===== src/rtl/apu_pkg.sv =====
// Shared constants for the APU channel family: length lookup table and wave-mode codes.
// Latency: none (constants only).
// Backpressure: not applicable.
package apu_pkg;

   // Length counter load values, indexed by the 5-bit length select field of $400B/$4003/...
   localparam logic [7:0] LENGTH_TABLE [32] = '{
      8'h0A, 8'hFE, 8'h14, 8'h02, 8'h28, 8'h04, 8'h50, 8'h06,
      8'hA0, 8'h08, 8'h3C, 8'h0A, 8'h0E, 8'h0C, 8'h1A, 8'h0E,
      8'h0C, 8'h10, 8'h18, 8'h12, 8'h30, 8'h14, 8'h60, 8'h16,
      8'hC0, 8'h18, 8'h48, 8'h1A, 8'h10, 8'h1C, 8'h20, 8'h1E
   };

   localparam logic WAVE_TRI = 1'b0;
   localparam logic WAVE_SAW = 1'b1;

endpackage


===== src/rtl/triangle_channel_if.sv =====
// Register-side bus of the triangle channel: CPU register images in, DAC code and status out.
// Latency: none (wiring only).
// Backpressure: none; register events are single-cycle pulses consumed when seen.
interface triangle_channel_if #(
   parameter int OUT_W = 4
);
   logic [7:0]       reg_4008;
   logic [7:0]       reg_400A;
   logic [7:0]       reg_400B;
   logic             reg_event;
   logic             channel_enable;
   logic             wave_mode;
   logic [OUT_W-1:0] tri_out;
   logic             length_active;

   // Register/CPU side
   modport master (
      output reg_4008, reg_400A, reg_400B, reg_event, channel_enable, wave_mode,
      input  tri_out, length_active
   );

   // Channel side
   modport slave (
      input  reg_4008, reg_400A, reg_400B, reg_event, channel_enable, wave_mode,
      output tri_out, length_active
   );
endinterface


===== src/rtl/apu_length_counter.sv =====
// Length counter shared by APU channels: table load, disable clear, halt, half-frame decrement.
// Latency: count updates one clk after load/strobe; active is combinational from count.
// Backpressure: none; load and strobes take effect on the clk they are seen.
module apu_length_counter
   import apu_pkg::*;
(
   input  logic       clk,
   input  logic       rst_n,
   input  logic       enable_120hz,
   input  logic       channel_enable,
   input  logic       load,
   input  logic       halt,
   input  logic [4:0] select,
   output logic       active,
   output logic [7:0] count
);

   // Disable clears outright; a load beats a coincident decrement; decrement saturates at 0.
   always_ff @(posedge clk) begin
      if (!rst_n) begin
         count <= 8'd0;
      end else if (!channel_enable) begin
         count <= 8'd0;
      end else if (load) begin
         count <= LENGTH_TABLE[select];
      end else if (enable_120hz && !halt && (count != 8'd0)) begin
         count <= count - 8'd1;
      end
   end

   assign active = (count != 8'd0);

endmodule


===== src/rtl/triangle_channel.sv =====
// APU triangle/sawtooth channel: timer, step sequencer, linear counter and length counter gating.
// Latency: tri_out is registered one clk after the sequencer value it encodes.
// Backpressure: none; strobes and register events are consumed on the clk they arrive.
module triangle_channel
   import apu_pkg::*;
#(
   parameter int TIMER_W         = 11,
   parameter int SEQ_W           = 5,
   parameter bit ULTRASONIC_MUTE = 1'b1
) (
   input  logic               clk,
   input  logic               rst_n,
   input  logic               enable_240hz,
   input  logic               enable_120hz,
   triangle_channel_if.slave  bus
);

   localparam int OUT_W = SEQ_W - 1;
   localparam logic [OUT_W-1:0] MID_CODE = {1'b1, {(OUT_W-1){1'b0}}};

   logic [TIMER_W-1:0] period;
   logic [TIMER_W-1:0] timer;
   logic [SEQ_W-1:0]   seq;
   logic [6:0]         linear_counter;
   logic               reload_flag;
   logic [7:0]         length_count;
   logic               tick;
   logic               mute;
   logic               seq_adv;
   logic [OUT_W-1:0]   out_next;

   assign period  = {bus.reg_400B[TIMER_W-9:0], bus.reg_400A};
   assign tick    = (timer == '0);
   assign mute    = ULTRASONIC_MUTE && (period < TIMER_W'(2));
   assign seq_adv = tick && (linear_counter != 7'd0) && (length_count != 8'd0) && !mute;

   // Timer: reload from the current period on underflow, so period writes land at the next reload.
   always_ff @(posedge clk) begin
      if (!rst_n)    timer <= '0;
      else if (tick) timer <= period;
      else           timer <= timer - 1'b1;
   end

   // Sequencer: step only while every gate is open; otherwise hold so the output freezes.
   always_ff @(posedge clk) begin
      if (!rst_n)       seq <= '0;
      else if (seq_adv) seq <= seq + 1'b1;
   end

   // Output code: mid-scale when muted, folded ramp for triangle, halved ramp for sawtooth.
   always_comb begin
      out_next = seq[SEQ_W-1:1];
      if (mute)
         out_next = MID_CODE;
      else if (bus.wave_mode == WAVE_TRI)
         out_next = seq[SEQ_W-1] ? seq[OUT_W-1:0] : ~seq[OUT_W-1:0];
   end

   // Output register towards the mixer.
   always_ff @(posedge clk) begin
      if (!rst_n) bus.tri_out <= '0;
      else        bus.tri_out <= out_next;
   end

   // Linear counter: quarter-frame reload while the flag is up, else count down to 0.
   always_ff @(posedge clk) begin
      if (!rst_n) begin
         linear_counter <= 7'd0;
      end else if (enable_240hz) begin
         if (reload_flag)                 linear_counter <= bus.reg_4008[6:0];
         else if (linear_counter != 7'd0) linear_counter <= linear_counter - 7'd1;
      end
   end

   // Reload flag: a $400B write sets it and wins over the quarter-frame clear.
   always_ff @(posedge clk) begin
      if (!rst_n)                               reload_flag <= 1'b0;
      else if (bus.reg_event)                   reload_flag <= 1'b1;
      else if (enable_240hz && !bus.reg_4008[7]) reload_flag <= 1'b0;
   end

   apu_length_counter u_length (
      .clk            (clk),
      .rst_n          (rst_n),
      .enable_120hz   (enable_120hz),
      .channel_enable (bus.channel_enable),
      .load           (bus.reg_event),
      .halt           (bus.reg_4008[7]),
      .select         (bus.reg_400B[7:3]),
      .active         (bus.length_active),
      .count          (length_count)
   );

endmodule


===== src/flat_wrapper.sv =====
// flat-port wrapper written by rule: the top's interface ports become plain ports
module triangle_channel_flat import apu_pkg::*;
#(
   parameter int TIMER_W         = 11,
   parameter int SEQ_W           = 5,
   parameter bit ULTRASONIC_MUTE = 1'b1
)
  (clk, rst_n, enable_240hz, enable_120hz, bus_reg_4008, bus_reg_400A, bus_reg_400B, bus_reg_event, bus_channel_enable, bus_wave_mode, bus_tri_out, bus_length_active);
  triangle_channel_if #(.OUT_W(4)) bus_i ();
  input  logic clk;
  input  logic rst_n;
  input  logic enable_240hz;
  input  logic enable_120hz;
  input wire logic [$bits(bus_i.reg_4008)-1:0] bus_reg_4008;
  input wire logic [$bits(bus_i.reg_400A)-1:0] bus_reg_400A;
  input wire logic [$bits(bus_i.reg_400B)-1:0] bus_reg_400B;
  input wire logic [$bits(bus_i.reg_event)-1:0] bus_reg_event;
  input wire logic [$bits(bus_i.channel_enable)-1:0] bus_channel_enable;
  input wire logic [$bits(bus_i.wave_mode)-1:0] bus_wave_mode;
  output wire logic [$bits(bus_i.tri_out)-1:0] bus_tri_out;
  output wire logic [$bits(bus_i.length_active)-1:0] bus_length_active;
  assign bus_i.reg_4008 = bus_reg_4008;
  assign bus_i.reg_400A = bus_reg_400A;
  assign bus_i.reg_400B = bus_reg_400B;
  assign bus_i.reg_event = bus_reg_event;
  assign bus_i.channel_enable = bus_channel_enable;
  assign bus_i.wave_mode = bus_wave_mode;
  assign bus_tri_out = bus_i.tri_out;
  assign bus_length_active = bus_i.length_active;
  triangle_channel #(.TIMER_W(TIMER_W), .SEQ_W(SEQ_W), .ULTRASONIC_MUTE(ULTRASONIC_MUTE)) u_core (.clk(clk), .rst_n(rst_n), .enable_240hz(enable_240hz), .enable_120hz(enable_120hz), .bus(bus_i));
endmodule

===== config.mk =====
export PLATFORM = sky130hd
export DESIGN_NAME = triangle_channel_flat
export DESIGN_NICKNAME = d
export VERILOG_FILES = /design/src/rtl/apu_pkg.sv /design/src/rtl/triangle_channel_if.sv /design/src/rtl/apu_length_counter.sv /design/src/rtl/triangle_channel.sv /design/src/flat_wrapper.sv
export SDC_FILE = /design/constraint.sdc
export NUM_CORES = 1
export LEC_CHECK = 0
export CORE_MARGIN = 1.5
export CORE_UTILIZATION = 45
export DETAILED_ROUTE_END_ITERATION = 10
export PLACE_DENSITY = 0.78
export SYNTH_ARGS = -nofsm -noshare
export SYNTH_HDL_FRONTEND = slang
export SYNTH_SLANG_ARGS = --single-unit

===== constraint.sdc =====
create_clock -name clk -period 2.07 [get_ports clk]
set_input_delay 0.414 -clock clk [delete_from_list [all_inputs] [get_ports clk]]
set_output_delay 0.414 -clock clk [all_outputs]
set_load 0.02 [all_outputs]

==> results by group, run 1 <==
Drt
  – DR pass1 iterations: 4
  – Initial DRC count: between 100 and 150
  – DR vias: 2416
  – WL/cell: around 14 um
  – Detailed Route WL: around 5900 um
  – Via-to-Cell Ratio: between 5 and 6
  – DRC Markers: 0
  – Routed Antenna Nets: 0

Outcome
  – Outcome: complete, no violations

Setup path
  – Worst Setup Start Kind: primary input
  – CP Data Required Time: ~2.2 ns
  – Crit end category: flip-flop
  – Crit path max fanout: 5
  – CP Class: primary input to flip-flop
  – CP arrival: between 2 and 2.5 ns
  – RR Startpoint: u_core.u_length.count[1]$_SDFFE_PN0P_
  – Worst r2r dst: u_core.seq[1]$_SDFFE_PN0P_
  – R2r setup slk: around 0.29 ns
  – FF-to-FF path depth: 7

Cells and area
  – Share of post-route cells with drive strength above 1: between 10% and 20%
  – Area Overhead vs Synth: 27.2%
  – Final net count: about 400
  – N_diodes: 0
  – Post-layout util: 59.0%
  – # fillers: roughly 470

Power and ir drop
  – Total power: 2.71 mW
  – Comb power frac: between 40 and 50%
  – Int Pwr: about 1.7 mW
  – Peak VDD IR: about 0.39 mV
  – Clock power share: between 20 and 25%
  – Sw frac: roughly 38%
  – Net switching power: around 1.0 mW
  – Pwr per Cell Area: approximately 830 nW/um^2
  – Seq pwr share: 36.0%
  – Lkg Pwr: between 1 and 1.5 nW

CTS
  – Root buf cell: clkbuf_8
  – Inserted Clock Buffers: 5
  – Hold Buf Count CTS: 0
  – Reg clk slew, reported paths: approximately 0.070 ns
  – Largest buffer count on any clock path: 2
  – CTS tree: built
  – H-Tree Depth: 2
  – Clk sinks: 36
  – Worst-Skew Late Latency: a little under 0.3 ns

Global routing
  – Wire length of the first global-routing pass: a little under 10000 um
  – Vias in the first global route: between 2000 and 2500
  – GR Overflow Total: 0
  – Total global-route track usage: between 20% and 30%
  – Initial antenna violation count: 0
  – Pin count of the biggest net entering global routing: 19

Floorplan
  – Chip Width: 78.3 um
  – Die footprint: roughly 6100 sq um
  – # IOs: 36
  – Initial Util: a little under half
  – Core Area: 5510 sq um
  – Site Rows: 27
  – Die H: 78.3 um

Place
  – GPL Wtd Cong: between 0.8 and 0.9
  – Placed wire-length estimate: between 4000 and 5000 um
  – IO Port Bufs: 35

STA
  – RSZ-0062 raised after global routing: false
  – Final min period: between 1.5 and 2 ns
  – Slew Viols, Final: 0
  – Min Hold Slack: between 0.4 and 0.5 ns
  – Worst clock skew: between 0.006 and 0.007 ns
  – Peak Freq: just over 500 MHz
  – Final worst-path cycle share: between 90% and 100%
  – Relative slew slack: between 60 and 70%
  – Worst Max-Slew Pin Slew: between 0.4 and 0.5 ns
  – Final setup viols: 0
  – Final setup TNS: 0 ns
  – Final Hold Viols: 0

Synthesis
  – Commonest register cell after synthesis: dfxtp_1
  – Async S/R FF share, synth: 0%
  – Yosys warning total: 0
  – Syn nets: approximately 350
  – Synthesized instance count: 301
  – Top cells by area, synth: dfxtp_1 28%, ha_1 6.4%, nor2_1 4.7%, mux2i_1 3.9%, a211oi_1 3.8%
  – Mapped Area: about 2600 sq um
  – Biggest area consumer among synthesized cells: dfxtp_1
  – Synthesized flop and latch total: 36
  – Seq/Total Area, Yosys: 28.2%
  – Post-synth top area share: around 28%
  – Post-synth EDFFs: 0
  – Synth cell types: 65
  – Syn avg cell area: about 8.5 sq um

Min path
  – HP Start: u_core.linear_counter[3]$_SDFFE_PN0P_
  – Worst Hold Class: flip-flop to flip-flop
  – Endpoint, Worst Hold: u_core.linear_counter[3]$_SDFFE_PN0P_
  – Worst Hold Depth: 2

Flow run
  – Max-cap violation count: 0
state kept, by name, summed over array words and instances, names as in the netlist:
| register | count |
|---|---|
| u_core.reload_flag | 1 |
| u_core.seq | 5 |
| u_core.u_length.count | 8 |
| u_core.linear_counter | 7 |
| u_core.timer | 11 |
| u_core.bus.tri_out | 4 |
worst max-delay path, cell delays in order:
cell,delay [ns]
clkdlybuf4s50_1,0.53
inv_1,0.12
ha_1,0.33
mux2_2,0.26
o32ai_1,0.33
a221oi_1,0.14
synth_stat cells, types with 3 or more instances:
cell type / number
nand2_1: 22
a211oi_1: 13
mux2_2: 3
or3_1: 3
a31oi_1: 3
nand2b_1: 14
ha_1: 13
and3_1: 3
o21ai_0: 11
nor3_1: 8
mux2i_1: 10
nand4_1: 6
xor2_1: 6
nor3b_1: 5
nor4_4: 3
nor2_1: 32
a21oi_1: 16
inv_1: 13
clkbuf_1: 7
dfxtp_1: 36
or4_4: 3
nor4_1: 3
nand3_1: 8
xnor2_1: 7
buf_2: 4
power groups by stage:
| stage | Clock (mW) | Combinational [mW] | Sequential, mW |
|---|---|---|---|
| finish | 0.548 | 1.19 | 0.977 |
| global route | 0.586 | 1.30 | 0.994 |
| CTS | 0.562 | 1.19 | 0.972 |
| detailed placement | 0 | 1.19 | 0.987 |
| global placement | 0 | 1.14 | 0.980 |
| floorplan | 0 | 0.843 | 0.962 |
layout make-up:
cell class / instances / area (sq um) / share of cell area [%]
Tap cell: 72 / 90.1 / 2.77
Timing Repair Buffer: 65 / 571 / 17.6
Multi-Input combinational cell: 238 / 1720 / 52.9
Sequential cell: 36 / 721 / 22.2
Clock buffer: 7 / 96.3 / 2.97
Inverter: 14 / 52.6 / 1.62
metrics by stage:
step	setup WS [ns]	cell area (sq um)	instances
floorplan	0.367	2550	301
global placement	-0.0878	3160	425
detailed placement	-0.152	3160	425
CTS	0.0173	3250	432
global route	0.0313	3250	432
finish	0.108	3250	432
cell usage in the layout, fill, tap and decap left out, drive strengths merged, types with 2 or more instances in the layout:
master,instances
a211oi,14
a21o,2
a21oi,16
a221oi,2
a311oi,2
a31oi,3
and2,2
and3,4
buf,30
clkbuf,8
clkdlybuf4s50,34
dfxtp,36
ha,13
inv,13
mux2,3
mux2i,10
nand2,23
nand2b,14
nand3,9
nand3b,2
nand4,6
nor2,32
nor2b,2
nor3,8
nor3b,6
nor4,8
o21ai,11
o31ai,3
o32ai,2
or2,2
or3,4
or4,5
xnor2,7
xor2,6
how the worst max path moves through the flow:
| stage | from | to | slack [ns] | cells after the start |
|---|---|---|---|---|
| after floorplan | u_core.u_length.count[0]$_SDFFE_PN0P_ | u_core.seq[0]$_SDFFE_PN0P_ | 0.37 | 7 |
| after global placement | bus_reg_400B[3] | u_core.u_length.count[7]$_SDFFE_PN0P_ | -0.09 | 6 |
| after detailed placement | bus_reg_400B[3] | u_core.u_length.count[7]$_SDFFE_PN0P_ | -0.15 | 6 |
| after CTS | u_core.u_length.count[1]$_SDFFE_PN0P_ | bus_length_active | 0.02 | 6 |
| after global routing | bus_reg_400B[3] | u_core.u_length.count[7]$_SDFFE_PN0P_ | 0.03 | 6 |
| final | bus_reg_400B[3] | u_core.u_length.count[2]$_SDFFE_PN0P_ | 0.11 | 6 |
cells by family (layout without fill, tap and decap cells):
group           Yosys count  after routing  synth area share, %
simple gates            131            131                 31.0
compound gates           67             67                 19.3
flops                    36             36                 28.2
buf+inv                  27             86                 4.51
mux                      14             14                 6.12
fa+ha+maj                13             13                 6.37
xor+xnor                 13             13                 4.46
metal layers:
metal  part of all wire [%]  global-route usage, %  vias up
met5                      0                      0        -
met4                    1.8                   7.68        0
met3                    4.6                   3.72        9
met2                     50                   37.1       65
met1                     44                   22.6     1125
li1                       -                      -     1217
repair_timing:
| action | CTS | global route |
|---|---|---|
| endpoints found under the hold margin | 0 | 0 |
| endpoints found under the setup margin | 1 | 1 |
| resized for setup | 1 | 2 |
| setup buffers | 0 | 0 |
Power figures use the tool's default switching activity.
==> inputs of run 2 (changes only) <==
HOLD_SLACK_MARGIN = 0.06   (was default)
MAX_ROUTING_LAYER = met4   (was default)
PLACE_DENSITY = default   (was 0.78)
PLACE_DENSITY_LB_ADDON = 0.15   (was default)
==> run 2 against run 1 <==
Against the previous run: power grew 2.5%; flip-flop and latch count is the same; sequential power grew 0.4%; clock power grew 14%; final area grew 0.15%; utilization grew 0.091 points; sequential share of layout area is essentially flat; critical endpoint is now u_core.u_length.count[7]$_SDFFE_PN0P_; largest power group unchanged.
==> results by group, run 2 (same netlist as run 1, synthesis figures left out) <==
Place
  – Placed wire-length estimate: 4440 um (-1.8%)
  – Placed cell area: 3140 sq um (-0.48%)
  – Pre-CTS setup slack: -0.168 ns (-0.0167 ns)
  – IO Port Bufs: 35 (unchanged)
  – GPL Wtd Cong: 0.858 (about the same)

STA
  – Final WS setup: 0.187 ns (+0.0781 ns)
  – Worst clock skew: 0.00628 ns (-0.000236 ns)
  – Min Hold Slack: 0.507 ns (+0.0137 ns)
  – Final worst-path cycle share: 91.0% (-3.8 points)
  – Final setup viols: 0 (unchanged)
  – Relative slew slack: 66.5% (-0.78 points)
  – Final min period: 1.88 ns (-0.0781 ns)
  – Slew Viols, Final: 0 (unchanged)
  – Final Hold Viols: 0 (unchanged)
  – Worst Max-Slew Pin Slew: 0.502 ns (+0.0117 ns)
  – RSZ-0062 raised after global routing: false
  – Peak Freq: 531 MHz (+4.1%)

Drt
  – DRC Markers: 0 (unchanged)
  – WL/cell: 13.5 um (-0.94%)
  – Routed Antenna Nets: 0 (unchanged)
  – Initial DRC count: 109 (+6.9%)
  – DR pass1 iterations: 4 (unchanged)
  – Detailed Route WL: 5810 um (-1.2%)
  – Via-to-Cell Ratio: 5.37 (-3.9%)
  – DR vias: 2316 (-4.1%)

Cells and area
  – N_diodes: 0 (unchanged)
  – Commonest non-fill, non-tap cell in the layout: dfxtp_1
  – # fillers: 496 (+5.8%)
  – Area Overhead vs Synth: 27.4%
  – Area taken by multi-input logic gates: 1720 sq um (+0.29%)
  – Final net count: 402 (-0.50%)
  – Design area: 3250 sq um (+0.15%)
  – Most frequent cells in the layout: 36 x dfxtp_1, 34 x clkdlybuf4s50_1, 32 x nor2_1
  – Reg area: 721 sq um (unchanged)
  – Max FFs per register: 11 (unchanged)
  – Post-layout util: 59.1% (+0.091 points)
  – Top reg by flops: u_core.timer
  – Top Registers: u_core.timer: 11 flops, u_core.u_length.count: 8 flops, u_core.linear_counter: 7 flops
  – Share of post-route cells with drive strength above 1: 17.8% (+0.050 points)

CTS
  – Clk sinks: 36 (unchanged)
  – Inserted Clock Buffers: 5 (unchanged)
  – Post-CTS Setup Bufs: 0 (unchanged)
  – Hold Buf Count CTS: 0 (unchanged)
  – Reg clk slew, reported paths: 0.07 ns (about the same)
  – CTS tree: built
  – Largest buffer count on any clock path: 2 (unchanged)
  – Root buf cell: clkbuf_8
  – H-Tree Depth: 2 (unchanged)
  – Worst-Skew Late Latency: 0.30 ns (about the same)

Power and ir drop
  – Int Pwr: 1.74 mW (+3.3%)
  – Total power: 2.78 mW (+2.5%)
  – Seq pwr share: 35.3% (-0.7 points)
  – Lkg Pwr: 1.27 nW (-0.44%)
  – Sw frac: 37.2% (-0.49 points)
  – Clock power share: 22.5% (+2.3 points)
  – Pwr per Cell Area: 854 nW/um^2 (+2.3%)
  – Peak VDD IR: 0.426 mV (+9.2%)
  – Comb power frac: 42.2% (-1.6 points)
  – Net switching power: 1.03 mW (+1.2%)

Setup path
  – CP arrival: 2.08 ns (-0.04 ns)
  – Crit end category: flip-flop
  – CP bufs+invs: 1 (-1)
  – Worst Setup Start Kind: primary input
  – Crit path max fanout: 3 (-2)
  – Crit-path cells: clkdlybuf4s50_1, ha_1, or3b_1, a211oi_2, o22ai_1, a211oi_1
  – CP Class: primary input to flip-flop
  – CP Data Required Time: 2.27 ns (+0.04 ns)
  – Slowest cell on the critical path: clkdlybuf4s50_1
  – CP top delay family: compound AO/OA/AOI/OAI gates
  – Crit-path max cell delay: 0.50 ns (-0.03 ns)

Floorplan
  – Die footprint: 6140 sq um (unchanged)
  – Core Area: 5510 sq um (unchanged)
  – # IOs: 36 (unchanged)
  – Chip Width: 78.3 um (unchanged)
  – Die H: 78.3 um (unchanged)
  – Site Rows: 27 (unchanged)
  – Initial Util: 46.4% (unchanged)

Global routing
  – Pin count of the biggest net entering global routing: 19 (unchanged)
  – Initial antenna violation count: 0 (unchanged)
  – Vias in the first global route: 2231 (-3.5%)
  – GR Overflow Total: 0 (unchanged)
  – Wire length of the first global-routing pass: 10100 um (+1.9%)
  – Total global-route track usage: 21.2% (+1.2 points)

Outcome
  – Outcome: complete, no violations

Flow run
  – Max-cap violation count: 0 (unchanged)

Min path
  – Worst Hold Class: flip-flop to flip-flop
==> run 2: metrics by stage <==
step,setup TNS [ns],instances
finish,0,431
global route,0,431
CTS,0,431
detailed placement,-0.840,423
global placement,-0.677,423
floorplan,0,301
==> run 2: path summary, 6_finish.rpt <==
kind	start	endpoint	slack, ns	cells after the start
hold reg to reg	u_core.linear_counter[3]$_SDFFE_PN0P_	u_core.linear_counter[3]$_SDFFE_PN0P_	0.51	2
hold / removal	u_core.linear_counter[3]$_SDFFE_PN0P_	u_core.linear_counter[3]$_SDFFE_PN0P_	0.51	2
setup reg to reg	u_core.u_length.count[0]$_SDFFE_PN0P_	u_core.seq[1]$_SDFFE_PN0P_	0.27	7
setup / recovery	bus_reg_400B[3]	u_core.u_length.count[7]$_SDFFE_PN0P_	0.19	6
==> run 2: layout make-up <==
type / instances / share of cell area, %
Clock inverter: 3 / 1.31
Inverter: 14 / 1.62
Multi-Input combinational cell: 238 / 53.0
Sequential cell: 36 / 22.2
Tap cell: 72 / 2.77
Clock buffer: 5 / 2.12
Timing Repair Buffer: 63 / 17.1
==> run 2: power groups by stage <==
stage	logic, mW	clock network [mW]	registers, mW
after CTS	1.18	0.638	0.978
final	1.17	0.625	0.981
after detailed placement	1.18	0	0.993
after global placement	1.15	0	0.987
after floorplan	0.843	0	0.962
after global routing	1.31	0.675	1.00
==> run 2: tightest hold or removal path: cells and delay by family, from the launching register on <==
family	cells	cell delay (ns)
flops	1	0.34
compound gates	1	0.05
simple gates	1	0.07
==> run 2: repair_timing <==
action / CTS / global route
gates resized for setup: 1 / 3
endpoints found under the setup margin: 1 / 2
endpoints found under the hold margin: 0 / 0
==> run 2: routing by layer <==
layer / track usage, % / up-vias / wire [um]
met5: - / - / 0
met4: 8.21 / 0 / 92
met3: 4.53 / 7 / 277
met2: 34.9 / 41 / 2680
met1: 25.5 / 1060 / 2760
li1: - / 1208 / -
